**src/rtl/tlc_phase_sched.sv**
```systemverilog
// Purpose : two-approach traffic-signal phase scheduler (A/B green, yellow, all-red),
//           green hold driven by latched vehicle calls with min-green, gap-out, max-out.
// Latency : state, lamps and pmaxout are registered and change together one clock after
//           the deciding effective tick (tk = ptick | ptest).
// Flow    : no backpressure; sensors are sampled every clock, timers advance only on tk.
// Ports   : clock / pclr_n (sync, active-low) / ptick / ptest / preq_a / preq_b in;
//           pgrn_*, pylw_*, pred_* lamps, pphase (state code), pmaxout (1-cycle pulse) out.
// Option  : TLC_PREEMPT_EN adds ppreempt (approach-A emergency) in and ppre_act out.
module tlc_phase_sched #(
  parameter int TW        = 6,
  parameter int MIN_GREEN = 8,
  parameter int MAX_GREEN = 24,
  parameter int YELLOW    = 4,
  parameter int ALLRED    = 2
) (
  input  logic          clock,
  input  logic          pclr_n,
  input  logic          ptick,
  input  logic          ptest,
  input  logic          preq_a,
  input  logic          preq_b,
`ifdef TLC_PREEMPT_EN
  input  logic          ppreempt,
  output logic          ppre_act,
`endif
  output logic          pgrn_a,
  output logic          pylw_a,
  output logic          pred_a,
  output logic          pgrn_b,
  output logic          pylw_b,
  output logic          pred_b,
  output logic [2:0]    pphase,
  output logic          pmaxout
);

  localparam int TMAX_I = (1 << TW) - 1;

  if (TW < 1 || TW > 30 || MIN_GREEN < 1 || MIN_GREEN > MAX_GREEN || MAX_GREEN > TMAX_I ||
      YELLOW < 1 || YELLOW > TMAX_I || ALLRED < 1 || ALLRED > TMAX_I) begin : g_bad_param
    $error("tlc_phase_sched: timing parameter out of range for TW");
  end

  typedef enum logic [2:0] {
    AR_A  = 3'd0,
    GRN_A = 3'd1,
    YLW_A = 3'd2,
    AR_B  = 3'd3,
    GRN_B = 3'd4,
    YLW_B = 3'd5
  } state_t;

  localparam logic [TW-1:0] TMAX = '1;

  state_t        state_q;
  state_t        state_d;
  logic [TW-1:0] timer;
  logic          call_a;
  logic          call_b;
  logic          maxout_d;
  logic          maxout_q;
  logic [5:0]    lamps_q;   // {grn_a, ylw_a, red_a, grn_b, ylw_b, red_b}
  logic          tk;
  logic          preempt;
  logic          el_min;
  logic          el_max;
  logic          el_yel;
  logic          el_ar;

  assign tk = ptick | ptest;

`ifdef TLC_PREEMPT_EN
  assign preempt  = ppreempt;
  assign ppre_act = ppreempt;
`else
  assign preempt  = 1'b0;
`endif

  // "n ticks elapsed" is timer+1 >= n; done one bit wider so a saturated
  // timer does not wrap to zero and lose an elapsed condition.
  function automatic logic elapsed(input logic [TW-1:0] t, input int n);
    logic [TW:0] tp1;
    tp1 = {1'b0, t} + {{TW{1'b0}}, 1'b1};
    return tp1 >= (TW+1)'(n);
  endfunction

  assign el_min = elapsed(timer, MIN_GREEN);
  assign el_max = elapsed(timer, MAX_GREEN);
  assign el_yel = elapsed(timer, YELLOW);
  assign el_ar  = elapsed(timer, ALLRED);

  function automatic logic [5:0] lamp_decode(input state_t s);
    logic [5:0] l;
    l = 6'b001_001;                 // all-red is the safe default
    case (s)
      GRN_A:   l = 6'b100_001;
      YLW_A:   l = 6'b010_001;
      GRN_B:   l = 6'b001_100;
      YLW_B:   l = 6'b001_010;
      default: l = 6'b001_001;
    endcase
    return l;
  endfunction

  always_comb begin
    state_d  = state_q;
    maxout_d = 1'b0;
    case (state_q)
      AR_A:  if (tk && el_ar) state_d = GRN_A;
      GRN_A: begin
        // Preemption favours A, so A green is held no matter what B wants.
        if (tk && !preempt && call_b) begin
          if (el_max) begin
            state_d  = YLW_A;
            maxout_d = 1'b1;        // max-out wins when gap-out is also eligible
          end else if (el_min && !preq_a) begin
            state_d  = YLW_A;
          end
        end
      end
      YLW_A: if (tk && el_yel) state_d = AR_B;
      AR_B:  if (tk && el_ar) state_d = GRN_B;
      GRN_B: begin
        if (tk) begin
          if (preempt) begin
            state_d = YLW_B;        // immediate, ignores min-green and calls
          end else if (call_a) begin
            if (el_max) begin
              state_d  = YLW_B;
              maxout_d = 1'b1;
            end else if (el_min && !preq_b) begin
              state_d  = YLW_B;
            end
          end
        end
      end
      YLW_B: if (tk && el_yel) state_d = AR_A;
      default: state_d = AR_B;      // illegal codes 6/7 recover unconditionally
    endcase
  end

  always_ff @(posedge clock) begin
    if (!pclr_n) begin
      state_q  <= AR_B;
      timer    <= '0;
      call_a   <= 1'b0;
      call_b   <= 1'b0;
      maxout_q <= 1'b0;
      lamps_q  <= 6'b001_001;
    end else begin
      state_q  <= state_d;
      maxout_q <= maxout_d;
      lamps_q  <= lamp_decode(state_d);

      if (state_d != state_q) begin
        timer <= '0;
      end else if (tk && timer != TMAX) begin
        timer <= timer + 1'b1;
      end

      // Clearing on green entry takes priority over a same-cycle set.
      if (state_d == GRN_A && state_q != GRN_A) begin
        call_a <= 1'b0;
      end else if (preq_a && state_q != GRN_A) begin
        call_a <= 1'b1;
      end

      if (state_d == GRN_B && state_q != GRN_B) begin
        call_b <= 1'b0;
      end else if (preq_b && state_q != GRN_B) begin
        call_b <= 1'b1;
      end
    end
  end

  assign pphase  = state_q;
  assign pmaxout = maxout_q;
  assign {pgrn_a, pylw_a, pred_a, pgrn_b, pylw_b, pred_b} = lamps_q;

endmodule

```
**config.mk**
```make
export PLATFORM = sky130hd
export DESIGN_NAME = tlc_phase_sched
export DESIGN_NICKNAME = d
export VERILOG_FILES = /design/src/rtl/tlc_phase_sched.sv
export SDC_FILE = /design/constraint.sdc
export NUM_CORES = 1
export LEC_CHECK = 0
export CAP_MARGIN = 0
export CORE_MARGIN = 5
export CORE_UTILIZATION = 30
export CTS_CLUSTER_SIZE = 8
export DETAILED_ROUTE_END_ITERATION = 8
export PLACE_DENSITY = 0.56
export SLEW_MARGIN = 10
export SYNTH_ARGS = -nofsm -noshare
export SYNTH_HDL_FRONTEND = slang
export SYNTH_SLANG_ARGS = --single-unit
```
**constraint.sdc**
```tcl
create_clock -name clock -period 3.2 [get_ports clock]
set_input_delay 0.48 -clock clock [delete_from_list [all_inputs] [get_ports clock]]
set_output_delay 0.48 -clock clock [all_outputs]
set_load 0.01 [all_outputs]
```
==> impl_metrics.csv <==
group,metric,value,unit
yosys,synth_area,0.00106,mm²
critical_path,path_max_fanout,10,
pwr,p_comb_share,47.4,%
timing,max_slew_margin,65.8,%
floorplan,die_height,69.5,µm
global_routing,grt_usage,11.5,%
floorplan,rows,21,
pwr,p_sw,389,µW
status,status,"finished clean",
critical_path,crit_start,"timer[0]$_SDFFE_PP0P_",
timing,finClkSkew,0.0108,ns
global_routing,grt_pass1_wl,4.57,mm
critical_path,startpoint_type,"flip-flop",
yosys,synth_seq_cells,18,
pwr,power.leakage,0.000453,µW
routing,route.detailed.drc,0,
global_routing,grt_max_degree,16,
pwr,max-vdd-ir-drop,0.350,mV
global_routing,grt_pass1_vias,990,
yosys,synth-async-reset-ratio,0,%
min_path,hold_class,"reg -> reg",
yosys,synth_top_cell_by_area,"dfxtp_1",
global_routing,gr-total-overflow,0,
pwr,clockPowerShare,15.4,%
timing,whs,0.518,ns
timing,fmax,384,MHz
yosys,netlist_top_cells_count,"dfxtp_1 (18), nand2_1 (14), nor2_1 (9)",
yosys,synthesis.nets,132,
clock_network,post_cts_buffers,0,
routing,wirelength,2.57,mm
routing,drtIter0Drc,66,
pwr,cellPowerDensity,735,mW/mm²
layout,final_net_count,147,
placed_design,gp_congestion,0.843,
placed_design,io_buffers,15,
floorplan,dieWidth,69.5,µm
pwr,seqPwrFrac,37.2,%
routing,viasPerCell,5.27,
yosys,synth.distinct_cells,47,
clock_network,clk-insertion-delay-late,0.30,ns
yosys,synth_most_common_cell,"dfxtp_1",
layout,fin_util,37.6,%
clock_network,cts_tree,"yes",
clock_network,cts_resized,0,
critical_path,critPathArrivalTime,2.77,ns
timing,maxSlewViolCount,0,
routing,num_vias,975,
critical_path,critPathRequiredTime,3.37,ns
routing,drtPass1Iterations,4,
timing,worst_pin_slew,0.513,ns
critical_path,worst_setup_path_end_kind,"flip-flop",
floorplan,initial_core_util,31.4,%
yosys,synth_edf_count,0,
yosys,synth_cells,125,
yosys,syn_avg_cell_area,8.51,µm²
min_path,min_from,"call_a$_SDFFE_PP0P_",
timing,period_share,81.4,%
floorplan,die-area,0.00484,mm²
layout,antenna_cells,0,
timing,rsz0062_at_grt,"no",
layout,syn2layout_area_growth,19.9,%
clock_network,path_clk_slew,0.11,ns
clock_network,cts-hold-fix-buffers,0,
routing,ant_nets,0,
timing,min_period,2.60,ns
timing,setup_viol,0,
yosys,yosys_warnings,0,
yosys,ys.flop_type,"dfxtp_1",
floorplan,pin_count,16,
job,max_cap_viol_count,0,
critical_path,rr_startpoint,"timer[0]$_SDFFE_PP0P_",
clock_network,htree_levels,1,
pwr,p_total,937,µW
clock_network,cts_buffer_depth,2,
clock_network,clkSinkCount,18,
placed_design,placed_cell_area,0.00124,mm²
layout,final_area,0.00127,mm²
pwr,swShare,41.5,%
critical_path,crit_type,"reg -> reg",
yosys,ys_top_cells_by_area,"dfxtp_1 (34%), a211oi_1 (5.6%), nand2_1 (4.9%)",
placed_design,dp_hpwl,1.92,mm
yosys,synth_top_cell_area_share,33.9,%
clock_network,root_buffer,"clkbuf_4",
global_routing,antenna_found_initial,0,
pwr,cellInternalPower,548,µW
routing,wl_per_cell,13.9,µm
yosys,ys_seq_area_share,33.9,%
floorplan,core_area,0.00339,mm²
timing,hold_violations,0,
timing,tns,0,ns
layout,layout-drive-gt1-share,11.5,%
clock_network,cts_buffers,3,
## power by group through the flow
stage                     Clock (µW)  Combinational, µW  Sequential [µW]
after global routing             163                487              359
after global placement             0                441              352
after CTS                        153                446              348
after floorplan                    0                309              337
final                            144                444              349
after detailed placement           0                442              352
## through the flow
step / setup slack (ns) / std cells
floorplan: 0.919 / 125
global placement: 0.719 / 181
detailed placement: 0.658 / 181
CTS: 0.611 / 185
global route: 0.470 / 185
finish: 0.597 / 185
## worst paths after layout
check	to	slack, ns	cells after the start
setup / recovery	lamps_q[3]$_SDFF_PN1_	0.60	8
hold / removal	pmaxout$_SDFF_PN0_	0.52	2
setup reg to reg	lamps_q[3]$_SDFF_PN1_	0.60	8
hold reg to reg	pmaxout$_SDFF_PN0_	0.52	2
## per-layer routing
| layer | up-vias | global-route usage (%) | share of wire, % |
|---|---|---|---|
| met4 | 0 | 5.86 | 2.4 |
| met2 | 25 | 15.8 | 43 |
| met5 | - | 0 | 0 |
| li1 | 495 | - | - |
| met1 | 447 | 15.9 | 51 |
| met3 | 8 | 3.48 | 4.2 |
## state kept, by name, summed over array words and instances, names as in the netlist
name and count:
timer 6, call_b 1, call_a 1, pmaxout 1, pphase 3, lamps_q 6
## area by class of cell
cell class,instances,area [µm²]
well taps,46,57.6
clock buffers,4,36.3
repair buffers,16,158
flip-flops and latches,18,360
multi-input cells,96,644
inverters,5,18.8
fillers,354,2110
## logic make-up (layout without fill, tap and decap cells)
family	after synthesis	after routing	synth area share, %
flops	18	18	33.9
mux	1	1	0.941
buf+inv	11	25	5.53
fa+ha+maj	1	1	1.18
xor+xnor	5	5	4.12
simple gates	51	51	26.0
compound gates	38	38	28.4
## placed cells by master, fill, tap and decap left out, types with 2 or more instances in the layout
| cell type | count |
|---|---|
| dfxtp_1 | 18 |
| clkdlybuf4s50_1 | 15 |
| nand2_1 | 14 |
| nor2_1 | 9 |
| nand3_1 | 8 |
| a211oi_1 | 8 |
| a21oi_1 | 7 |
| inv_1 | 5 |
| nor3_1 | 4 |
| nand4_1 | 3 |
| o21ai_0 | 3 |
| xnor2_1 | 3 |
| clkbuf_4 | 3 |
| a31oi_1 | 2 |
| o211ai_1 | 2 |
| a311oi_1 | 2 |
| and2_1 | 2 |
| xor2_1 | 2 |
## critical path, stage by stage (launching register included)
cell and delay (ns):
dfxtp_1 0.48, ha_1 0.39, a21bo_1 0.26, or3_4 0.36, a31oi_4 0.18, nor2_2 0.07
or4b_4 0.51, a21oi_2 0.14, a41oi_1 0.06
(Power assumes the default switching activity.)
